===== src/rtl/bcd_ex3_seq_ctrl_pkg.sv =====
// Shared types and constants for the BCD to Excess-3 sequencer.
// Holds the FSM state encoding and digit-level constants.
package bcd_ex3_seq_ctrl_pkg;

  typedef enum logic [1:0] {
    ST_IDLE = 2'd0,
    ST_CONV = 2'd1,
    ST_DONE = 2'd2
  } state_t;

  localparam logic [3:0] EX3_OFFSET = 4'd3;
  localparam logic [3:0] BAD_NIBBLE = 4'hF;

endpackage


===== src/rtl/bcd_ex3_seq_ctrl_if.sv =====
// Producer/consumer handshake bundle for the BCD to Excess-3 sequencer.
// The slave modport is the sequencer side.
interface bcd_ex3_seq_ctrl_if #(
  parameter int DIGITS = 4
);

  logic                  in_valid;
  logic                  in_ready;
  logic [4*DIGITS-1:0]   in_bcd;
  logic                  out_valid;
  logic                  out_ready;
  logic [4*DIGITS-1:0]   out_ex3;
  logic                  out_err;
  logic                  busy;

  modport master (
    output in_valid,
    output in_bcd,
    output out_ready,
    input  in_ready,
    input  out_valid,
    input  out_ex3,
    input  out_err,
    input  busy
  );

  modport slave (
    input  in_valid,
    input  in_bcd,
    input  out_ready,
    output in_ready,
    output out_valid,
    output out_ex3,
    output out_err,
    output busy
  );

endinterface


===== src/rtl/bcd_ex3_seq_ctrl_digit_ex3.sv =====
// Single-digit BCD to Excess-3 converter, shared by every digit slot.
// Non-BCD digits map to the bad-nibble marker and raise invalid.
module bcd_digit_ex3
  import bcd_ex3_seq_ctrl_pkg::*;
(
  input  logic [3:0] digit,
  output logic [3:0] ex3,
  output logic       invalid
);

  always_comb begin
    invalid = (digit > 4'd9);
    ex3     = invalid ? BAD_NIBBLE : digit + EX3_OFFSET;
  end

endmodule


===== src/rtl/bcd_ex3_seq_ctrl.sv =====
// Word-level sequencer: streams BCD digits LSB-first through one
// shared digit converter and presents the Excess-3 word.
module bcd_ex3_seq_ctrl
  import bcd_ex3_seq_ctrl_pkg::*;
#(
  parameter int DIGITS = 4,
  parameter int CNT_W  = 3
) (
  input logic              clk,
  input logic              rst,
  bcd_ex3_seq_ctrl_if.slave bus
);

  state_t              state;
  logic [4*DIGITS-1:0] src;
  logic [4*DIGITS-1:0] res;
  logic [CNT_W-1:0]    cnt;
  logic                err;
  logic                in_rdy;
  logic                out_vld;
  logic                bsy;
  logic [3:0]          dig;
  logic [3:0]          ex3;
  logic                bad;

  always_comb begin
    dig = '0;
    for (int i = 0; i < DIGITS; i++) begin
      if (cnt == CNT_W'(i)) dig = src[i*4 +: 4];
    end
  end

  bcd_digit_ex3 u_dig (
    .digit   (dig),
    .ex3     (ex3),
    .invalid (bad)
  );

  always_ff @(posedge clk) begin
    if (rst) begin
      state   <= ST_IDLE;
      src     <= '0;
      res     <= '0;
      cnt     <= '0;
      err     <= 1'b0;
      in_rdy  <= 1'b1;
      out_vld <= 1'b0;
      bsy     <= 1'b0;
    end else begin
      unique case (state)
        ST_IDLE: begin
          if (bus.in_valid) begin
            src    <= bus.in_bcd;
            res    <= '0;
            cnt    <= '0;
            err    <= 1'b0;
            in_rdy <= 1'b0;
            bsy    <= 1'b1;
            state  <= ST_CONV;
          end
        end
        ST_CONV: begin
          for (int i = 0; i < DIGITS; i++) begin
            if (cnt == CNT_W'(i)) res[i*4 +: 4] <= ex3;
          end
          err <= err | bad;
          if (cnt == CNT_W'(DIGITS-1)) begin
            out_vld <= 1'b1;
            state   <= ST_DONE;
          end else begin
            cnt <= cnt + 1'b1;
          end
        end
        ST_DONE: begin
          if (bus.out_ready) begin
            out_vld <= 1'b0;
            bsy     <= 1'b0;
            in_rdy  <= 1'b1;
            state   <= ST_IDLE;
          end
        end
        default: begin
          state <= ST_IDLE;
        end
      endcase
    end
  end

  assign bus.in_ready  = in_rdy;
  assign bus.out_valid = out_vld;
  assign bus.out_ex3   = res;
  assign bus.out_err   = err;
  assign bus.busy      = bsy;

endmodule


===== src/flat_wrapper.sv =====
// flat-port wrapper written by rule: the top's interface ports become plain ports
module bcd_ex3_seq_ctrl_flat import bcd_ex3_seq_ctrl_pkg::*;
#(
  parameter int DIGITS = 4,
  parameter int CNT_W  = 3
)
  (clk, rst, bus_in_valid, bus_in_bcd, bus_out_ready, bus_in_ready, bus_out_valid, bus_out_ex3, bus_out_err, bus_busy);
  bcd_ex3_seq_ctrl_if #(.DIGITS(DIGITS)) bus_i ();
  input logic clk;
  input logic rst;
  input wire logic [$bits(bus_i.in_valid)-1:0] bus_in_valid;
  input wire logic [$bits(bus_i.in_bcd)-1:0] bus_in_bcd;
  input wire logic [$bits(bus_i.out_ready)-1:0] bus_out_ready;
  output wire logic [$bits(bus_i.in_ready)-1:0] bus_in_ready;
  output wire logic [$bits(bus_i.out_valid)-1:0] bus_out_valid;
  output wire logic [$bits(bus_i.out_ex3)-1:0] bus_out_ex3;
  output wire logic [$bits(bus_i.out_err)-1:0] bus_out_err;
  output wire logic [$bits(bus_i.busy)-1:0] bus_busy;
  assign bus_i.in_valid = bus_in_valid;
  assign bus_i.in_bcd = bus_in_bcd;
  assign bus_i.out_ready = bus_out_ready;
  assign bus_in_ready = bus_i.in_ready;
  assign bus_out_valid = bus_i.out_valid;
  assign bus_out_ex3 = bus_i.out_ex3;
  assign bus_out_err = bus_i.out_err;
  assign bus_busy = bus_i.busy;
  bcd_ex3_seq_ctrl #(.DIGITS(DIGITS), .CNT_W(CNT_W)) u_core (.clk(clk), .rst(rst), .bus(bus_i));
endmodule

===== config.mk =====
export PLATFORM = sky130hd
export DESIGN_NAME = bcd_ex3_seq_ctrl_flat
export DESIGN_NICKNAME = d
export VERILOG_FILES = /design/src/rtl/bcd_ex3_seq_ctrl_pkg.sv /design/src/rtl/bcd_ex3_seq_ctrl_if.sv /design/src/rtl/bcd_ex3_seq_ctrl_digit_ex3.sv /design/src/rtl/bcd_ex3_seq_ctrl.sv /design/src/flat_wrapper.sv
export SDC_FILE = /design/constraint.sdc
export NUM_CORES = 1
export LEC_CHECK = 0
export ABC_AREA = 1
export CORE_MARGIN = 3
export CORE_UTILIZATION = 30
export CTS_BUF_LIST = sky130_fd_sc_hd__clkbuf_16
export CTS_CLUSTER_DIAMETER = 120
export DETAILED_ROUTE_END_ITERATION = 10
export SLEW_MARGIN = 20
export SYNTH_ARGS = -nofsm -noshare
export SYNTH_HDL_FRONTEND = slang
export SYNTH_HIERARCHICAL = 1
export SYNTH_SLANG_ARGS = --single-unit

===== constraint.sdc =====
create_clock -name clk -period 5.6 [get_ports clk]
set_input_delay 1.68 -clock clk [delete_from_list [all_inputs] [get_ports clk]]
set_output_delay 1.68 -clock clk [all_outputs]
set_load 0.1 [all_outputs]

==> results of run 1 <==
## flip-flops by register name, indices dropped and copies added (netlist names)
name                  cells
u_core/state              2
u_core/bus.out_ex3       16
u_core/bus.out_valid      1
u_core/bus.out_err        1
u_core/bus.busy           1
u_core/cnt                3
u_core/src               16
u_core/bus.in_ready       1
## cells by family after synthesis
family	after synthesis	synth area share, %
fa+ha+maj	7	4.292
compound gates	50	12.57
flops	41	40.22
buf+inv	57	13.43
simple gates	145	29.49
## worst max-delay path by stage
stage,endpoint,slack (ns)
6_report,bus_out_ex3[15],2.14
2_1_floorplan,bus_out_err,2.98
4_1_cts,bus_out_err,2.14
3_3_place_gp,u_core/bus.out_ex3[3],1.96
3_5_place_dp,u_core/bus.out_ex3[5],1.95
5_1_grt,bus_out_ex3[4],2.10
## layer usage
metal / vias to the layer above / part of all wire (%)
met5: - / 0
met3: 5 / 4.9
met4: 0 / 0.82
met1: 797 / 51
li1: 1002 / -
met2: 34 / 43
## final cells by class
type | instances | area [um2] | area share (%)
Clock inverter | 3 | 41.29 | 1.591
Inverter | 44 | 165.2 | 6.364
Clock buffer | 5 | 125.1 | 4.822
Sequential cell | 41 | 820.8 | 31.63
Tap cell | 77 | 96.34 | 3.713
Timing Repair Buffer | 40 | 397.9 | 15.33
Multi-Input combinational cell | 202 | 948.4 | 36.55
## per-stage QoR
step	area (um2)	total power [mW]	cells	utilization, %
final	2595	0.8935	412	40.18
after CTS	2592	0.9077	412	40.14
after global placement	2426	0.5794	404	37.56
after detailed placement	2426	0.5811	404	37.56
after global routing	2595	0.9436	412	40.18
after floorplan	2041	0.5279	300	-
## power by group through the flow
stage,logic [mW],clock network (mW),registers (mW)
2_1_floorplan,0.113,0,0.415
3_3_place_gp,0.244,0,0.335
3_5_place_dp,0.246,0,0.335
4_1_cts,0.247,0.332,0.329
5_1_grt,0.272,0.339,0.332
6_report,0.245,0.319,0.329
## layout by cell type (no fill, tap or decap)
master / n
bufinv_16: 1
nand3b_2: 1
nand4_1: 3
clkinv_1: 1
buf_4: 1
o21ai_2: 1
clkinvlp_4: 1
nor2_2: 2
inv_2: 2
dfxtp_1: 41
nor2_1: 61
o21ai_0: 19
nand3_1: 24
clkbuf_16: 5
ha_1: 7
nand2_2: 4
clkdlybuf4s50_1: 39
nand2_1: 50
o21bai_1: 1
inv_1: 42
o21ai_1: 4
a21oi_1: 25
==> impl_table.tex, run 1 <==
\begin{tabular}{lr}
\hline
Metric & Value \\
\hline
\multicolumn{2}{l}{\textbf{Route}} \\
\quad DRT Wirelength & 4.492 mm \\
\quad Average wire per standard cell & $\sim$11 um \\
\quad Post-route DRC violation count & 0 \\
\quad Total number of vias & around 1,800 \\
\quad Per-cell via count in the routed design & 4.461 \\
\quad Number of detailed-route iterations in the first pass & 4 \\
\quad Post-DRT Antenna Nets & 0 \\
\quad Number of DRC markers in iteration 0 & between 100 and 150 \\
\multicolumn{2}{l}{\textbf{Die}} \\
\quad Die area & 7828 um2 \\
\quad Starting density of the core & 31.60\% \\
\quad Standard-cell row count & 29 \\
\quad I/O pin cnt & 40 \\
\quad Die W & 88.48 um \\
\quad Chip height & 88.48 um \\
\quad Floorplan core area & 6459 um2 \\
\multicolumn{2}{l}{\textbf{Logic synthesis}} \\
\quad Count leader, synth & nor2\_1 \\
\quad Yosys Warn Count & 6 \\
\quad Synth Cell Area & 2041 um2 \\
\quad Sequential area share after synthesis & 40.22\% \\
\quad Post-synthesis sequential element count & 41 \\
\quad Cells taking the most area after synthesis & dfxtp\_1 40\%, nor2\_1 11\%, nand2\_1 9.4\% \\
\quad Synthesized netlist net count & 327 \\
\quad Yosys top cell area share & 40.22\% \\
\quad Top cell types by occurrence after synthesis & 61 x nor2\_1, 51 x nand2\_1, 42 x inv\_1, 41 x dfxtp\_1, 25 x a21oi\_1 \\
\quad Number of instances in the synthesized netlist & 300 \\
\quad Number of enable-type register cells in the synthesized netlist & 0 \\
\quad Post-synth top area cell & dfxtp\_1 \\
\quad Most common flop cell mapped by yosys & dfxtp\_1 \\
\quad Syn Area/Cell & 6.802 um2 \\
\quad Count of cell types in the netlist & 20 \\
\quad Async set or reset register ratio after synthesis & 0\% \\
\multicolumn{2}{l}{\textbf{STA}} \\
\quad Worst clock skew & just over 0.006 ns \\
\quad Measured slew at the worst slew-check pin & 0.9777 ns \\
\quad Achievable clock frequency & slightly below 0.3 GHz \\
\quad Unrepaired setup endpoints after global routing & false \\
\quad Finish-stage setup viols & 0 \\
\quad Normalized max-slew margin & 34.62\% \\
\quad Post-layout worst setup margin & $\sim$2.1 ns \\
\quad Setup TNS Final & 0 ns \\
\quad Hold violation total from the final report & 0 \\
\quad Count of final max-slew check failures & 0 \\
\quad Post-route clock period utilization & roughly 62\% \\
\quad Worst-case hold slack & 0.4575 ns \\
\quad Post-layout minimum cycle time & roughly 3.5 ns \\
\multicolumn{2}{l}{\textbf{Power}} \\
\quad Power density normalized to cell area & 344.3 nW/um2 \\
\quad Clock share of power & 35.7\% \\
\quad Static Leak & 1.154 nW \\
\quad Reg power frac & 36.8\% \\
\quad Cell-internal power & $\sim$0.60 mW \\
\quad Switch Pwr & 0.2965 mW \\
\quad Power share of the combinational group & a little over a quarter \\
\quad Peak supply drop & 131.1 uV \\
\quad Sw Ratio & approximately a third \\
\multicolumn{2}{l}{\textbf{Setup path}} \\
\quad Largest incremental delay on the critical path & 1.14 ns \\
\quad Critical path startpoint & u\_core/bus.out\_ex3[15] \\
\quad Data required time of the critical path & about 3.9 ns \\
\quad FF-to-FF path depth & 17 \\
\quad Crit-path cells & clkdlybuf4s50\_1 \\
\quad Worst Path Max Fanout & 2 \\
\quad Startpoint of the most critical register-to-register path & u\_core/cnt[1] \\
\quad Type of the worst setup path & reg2out \\
\quad Worst path slowest cell & clkdlybuf4s50\_1 \\
\quad Flop-to-flop setup slack & 2.96 ns \\
\quad WP buf/inv & 1 \\
\quad Critical Path Stages & 1 \\
\quad Arrival time of data at the critical path endpoint & 1.78 ns \\
\quad Cell class contributing the biggest share of worst-path delay & buffers and inverters \\
\quad Critical R2R Capture & u\_core/bus.out\_ex3[8] \\
\quad Setup crit start kind & flip-flop \\
\quad Kind of capture point of the worst setup path & primary output \\
\multicolumn{2}{l}{\textbf{Placed design}} \\
\quad Setup slack after placement & $\sim$2.0 ns \\
\quad Total half-perimeter wirelength after legalization and detailed placement & around 3.3 mm \\
\quad Final GP Congestion & between 0.8 and 0.9 \\
\quad Count of input and output buffers & 39 \\
\multicolumn{2}{l}{\textbf{Clocking}} \\
\quad Clock root buffer master & clkbuf\_16 \\
\quad Number of gates given a new drive strength after cts & 0 \\
\quad Maximum buffer depth of the clock tree & 2 \\
\quad Post-CTS Hold Buffers & 0 \\
\quad Number of buffers created by CTS & 5 \\
\quad Deepest level of the CTS H-tree & 2 \\
\quad Clock insertion delay at the later pin of the skew report & $\sim$0.28 ns \\
\quad Sink Count & 41 \\
\quad TritonCTS clock tree & built \\
\quad Clock slew at the register clock pins of the worst setup and hold paths & 0.06 ns \\
\quad Count of buffers added by post-CTS timing repair for setup & 0 \\
\multicolumn{2}{l}{\textbf{GRT}} \\
\quad Met1 GRT Util & roughly 18\% \\
\quad Met3 capacity usage during global routing & 3.538\% \\
\quad Wire length of the first global-routing pass & 8.031 mm \\
\quad Initial antenna violation count & 0 \\
\quad GR peak layer & met2 \\
\quad Met2 usage in global routing & 20.19\% \\
\quad Via count of the first global-routing pass & 1,814 \\
\quad Residual overflow from global routing & 0 \\
\quad Overall fraction of global-route tracks in use & 12.91\% \\
\quad Maximum number of pins on one net before global-route repair & 40 \\
\multicolumn{2}{l}{\textbf{Hold path}} \\
\quad Worst Hold Depth & 2 \\
\quad Min-delay src & u\_core/src[0] \\
\quad Hold/Removal Path Class & reg2reg \\
\quad Worst-case hold path end point & u\_core/src[0] \\
\multicolumn{2}{l}{\textbf{Finish}} \\
\quad Share of final-layout standard cells stronger than drive strength 1 & 5.373\% \\
\quad Number of inserted diodes & 0 \\
\quad \# fillers & 681 \\
\quad Synthesis-to-layout area growth & 27.16\% \\
\quad Number of nets in the finished design & 361 \\
\multicolumn{2}{l}{\textbf{Flow run}} \\
\quad Count of maximum capacitance violations & 0 \\
\multicolumn{2}{l}{\textbf{Outcome}} \\
\quad Outcome & finished, final reports clean \\
\hline
\end{tabular}
No activity file was read; power rests on OpenSTA's default activity.
==> run 2: changes to the inputs <==
clock period = 3 ns   (was 5.6 ns; I/O delays follow)
==> run 2 against run 1 <==
Sequential share of layout area is 0.46 points higher. Critical endpoint is now u_core/bus.out_ex3[9]. Count of clock-buffer cells in the layout stayed put. Non-clock buffer count is 2 higher. Total power is 87% higher. Largest cell class unchanged. Die area stayed put. Routed wire length is 7.5% higher. First-iteration DRC count is 34% lower. Register-to-register slack worse by 2.4 ns. Critical path type is now reg2reg. Largest power group unchanged. Combinational power is 84% higher. Final cell count is 0.49% higher. Sequential cell count stayed put.
==> impl_table.tex, run 2 (synthesized netlist as in run 1, its figures left out) <==
\begin{tabular}{lr}
\hline
Metric & Value \\
\hline
\multicolumn{2}{l}{\textbf{Setup path}} \\
\quad Worst Path Max Fanout & 5 (+3) \\
\quad Arrival time of data at the critical path endpoint & 2.67 ns (+0.89 ns) \\
\quad WP buf/inv & 4 (+3) \\
\quad Largest incremental delay on the critical path & 0.33 ns (-0.81 ns) \\
\quad Crit-path cells & inv\_1 -> ha\_1 -> inv\_1 -> nor2\_1 -> nand2\_1 -> nand3\_1 -> nand2\_1 -> nand2\_1 -> inv\_1 -> ha\_1 -> o21ai\_2 -> nand2\_2 -> nand2\_1 -> inv\_1 -> nor2\_1 -> a21oi\_1 -> nor2\_1 \\
\quad Type of the worst setup path & reg2reg \\
\quad Setup crit start kind & flip-flop \\
\quad Data required time of the critical path & 3.22 ns (-0.70 ns) \\
\quad Cell class contributing the biggest share of worst-path delay & simple AND/OR/NAND/NOR gates \\
\quad Worst path slowest cell & dfxtp\_1 \\
\quad Kind of capture point of the worst setup path & flip-flop \\
\multicolumn{2}{l}{\textbf{STA}} \\
\quad Worst clock skew & 0.007340 ns (+0.001224 ns) \\
\quad Normalized max-slew margin & 75.41\% (+41 points) \\
\quad Setup TNS Final & 0 ns (unchanged) \\
\quad Hold violation total from the final report & 0 (unchanged) \\
\quad Unrepaired setup endpoints after global routing & false \\
\quad Measured slew at the worst slew-check pin & 0.3675 ns (-0.6102 ns) \\
\quad Post-route clock period utilization & 81.98\% \\
\quad Post-layout minimum cycle time & 2.459 ns \\
\quad Achievable clock frequency & 0.4066 GHz \\
\quad Count of final max-slew check failures & 0 (unchanged) \\
\quad Finish-stage setup viols & 0 (unchanged) \\
\multicolumn{2}{l}{\textbf{Route}} \\
\quad Number of DRC markers in iteration 0 & 73 (-34\%) \\
\quad Number of detailed-route iterations in the first pass & 4 (unchanged) \\
\quad Average wire per standard cell & 11.67 um (+7.0\%) \\
\quad Post-DRT Antenna Nets & 0 (unchanged) \\
\quad Total number of vias & 1,890 (+2.8\%) \\
\quad Post-route DRC violation count & 0 (unchanged) \\
\quad DRT Wirelength & 4.831 mm (+7.5\%) \\
\quad Per-cell via count in the routed design & 4.565 (+2.3\%) \\
\multicolumn{2}{l}{\textbf{Power}} \\
\quad Peak supply drop & 367.7 uV (+180\%) \\
\quad Switch Pwr & 0.5582 mW (+88\%) \\
\quad Cell-internal power & 1.109 mW (+86\%) \\
\quad Power density normalized to cell area & 651.8 nW/um2 (+89\%) \\
\quad Static Leak & 1.198 nW (+3.7\%) \\
\quad Clock share of power & 35.9\% (+0.2 points) \\
\quad Sw Ratio & 33.49\% (+0.30 points) \\
\quad Power share of the combinational group & 27.1\% (-0.3 points) \\
\quad Reg power frac & 37.0\% (+0.2 points) \\
\multicolumn{2}{l}{\textbf{GRT}} \\
\quad Met3 capacity usage during global routing & 3.073\% (-0.47 points) \\
\quad GR peak layer & met2 \\
\quad Residual overflow from global routing & 0 (unchanged) \\
\quad Overall fraction of global-route tracks in use & 13.18\% (+0.27 points) \\
\quad Initial antenna violation count & 0 (unchanged) \\
\quad Maximum number of pins on one net before global-route repair & 38 (-5.0\%) \\
\quad Met1 GRT Util & 17.54\% (-0.093 points) \\
\quad Via count of the first global-routing pass & 1,823 (+0.50\%) \\
\quad Met2 usage in global routing & 21.82\% (+1.6 points) \\
\quad Wire length of the first global-routing pass & 8.238 mm (+2.6\%) \\
\multicolumn{2}{l}{\textbf{Die}} \\
\quad I/O pin cnt & 40 (unchanged) \\
\quad Die W & 88.48 um (unchanged) \\
\quad Floorplan core area & 6459 um2 (unchanged) \\
\quad Starting density of the core & 31.60\% (unchanged) \\
\quad Die area & 7828 um2 (unchanged) \\
\quad Chip height & 88.48 um (unchanged) \\
\quad Standard-cell row count & 29 (unchanged) \\
\multicolumn{2}{l}{\textbf{Finish}} \\
\quad \# fillers & 700 (+2.8\%) \\
\quad Share of final-layout standard cells stronger than drive strength 1 & 11.57\% (+6.2 points) \\
\quad Finished Cell Area & 2557 um2 (-1.4\%) \\
\quad Commonest non-fill, non-tap cells in the layout & 61 x nor2\_1, 51 x nand2\_1, 42 x inv\_1 \\
\quad Sequential standard cell area & 820.8 um2 (unchanged) \\
\quad Number of nets in the finished design & 363 (+0.55\%) \\
\quad Multi-input logic area & 945.9 um2 (-0.26\%) \\
\quad Commonest non-fill, non-tap cell in the layout & nor2\_1 \\
\quad Synthesis-to-layout area growth & 25.32\% \\
\quad Number of inserted diodes & 0 (unchanged) \\
\multicolumn{2}{l}{\textbf{Placed design}} \\
\quad Total half-perimeter wirelength after legalization and detailed placement & 3.621 mm (+11\%) \\
\quad Count of input and output buffers & 39 (unchanged) \\
\quad Area of placed instances & 2391 um2 (-1.4\%) \\
\quad Final GP Congestion & 0.8614 (-3.4\%) \\
\multicolumn{2}{l}{\textbf{Clocking}} \\
\quad Clock slew at the register clock pins of the worst setup and hold paths & 0.06 ns (about the same) \\
\quad TritonCTS clock tree & built \\
\quad Number of gates given a new drive strength after cts & 0 (unchanged) \\
\quad Count of buffers added by post-CTS timing repair for setup & 0 (unchanged) \\
\quad Clock insertion delay at the later pin of the skew report & 0.28 ns (about the same) \\
\quad Number of buffers created by CTS & 5 (unchanged) \\
\quad Post-CTS Hold Buffers & 0 (unchanged) \\
\quad Maximum buffer depth of the clock tree & 2 (unchanged) \\
\quad Clock root buffer master & clkbuf\_16 \\
\quad Sink Count & 41 (unchanged) \\
\quad Deepest level of the CTS H-tree & 2 (unchanged) \\
\multicolumn{2}{l}{\textbf{Outcome}} \\
\quad Outcome & finished, final reports clean \\
\multicolumn{2}{l}{\textbf{Flow run}} \\
\quad Count of maximum capacitance violations & 0 (unchanged) \\
\multicolumn{2}{l}{\textbf{Hold path}} \\
\quad Hold/Removal Path Class & reg2reg \\
\hline
\end{tabular}
-- run 2: changes by cell type in the layout (fill, tap and decap cells not counted) --
cell and delta:
nand2_1 +1, nand2_2 -1, buf_4 +22, clkdlybuf4s50_1 -20
-- run 2: tightest hold or removal path: cells and delay by family, from the launching register on --
kind / cells / cell delay [ns]
DFF: 1 / 0.30
AOI/OAI and AO/OA: 1 / 0.06
buffers and inverters: 1 / 0.06
-- run 2: power by group through the flow --
| stage | logic, mW | registers, mW | clock network (mW) |
|---|---|---|---|
| floorplan | 0.210 | 0.775 | 0 |
| global placement | 0.450 | 0.628 | 0 |
| detailed placement | 0.454 | 0.628 | 0 |
| CTS | 0.456 | 0.617 | 0.619 |
| global route | 0.502 | 0.622 | 0.637 |
| finish | 0.452 | 0.617 | 0.598 |
-- run 2: final timing paths --
check | endpoint | depth (start not counted) | slack, ns | from
max reg2reg | u_core/bus.out_ex3[9] | 17 | 0.54 | u_core/cnt[1]
max | u_core/bus.out_ex3[9] | 17 | 0.54 | u_core/cnt[1]
min | u_core/src[1] | 2 | 0.47 | u_core/src[1]
min reg2reg | u_core/src[1] | 2 | 0.47 | u_core/src[1]
-- run 2: area by class of cell --
type	instances	area share (%)
multi-input cells	202	36.99
flip-flops and latches	41	32.09
repair buffers	42	14.19
inverters	44	6.458
clock buffers	5	4.892
well taps	77	3.767
clock inverters	3	1.614
-- run 2: routing by layer --
layer | up-vias | share of wire [%] | wire [um]
li1 | 1006 | - | -
met2 | 36 | 45 | 2177
met3 | 2 | 4.8 | 230
met5 | - | 0 | 0
met4 | 0 | 0.27 | 13
met1 | 846 | 50 | 2409
-- run 2: per-stage QoR --
step	util [%]	power, mW	worst slack [ns]	cells	hold WS, ns
floorplan	-	0.9854	0.8882	300	0.4298
global placement	37.02	1.078	0.5546	406	0.4529
detailed placement	37.02	1.083	0.4923	406	0.4638
CTS	39.60	1.692	0.5440	414	0.4735
global route	39.60	1.761	0.1780	414	0.4927
finish	39.60	1.667	0.5407	414	0.4656
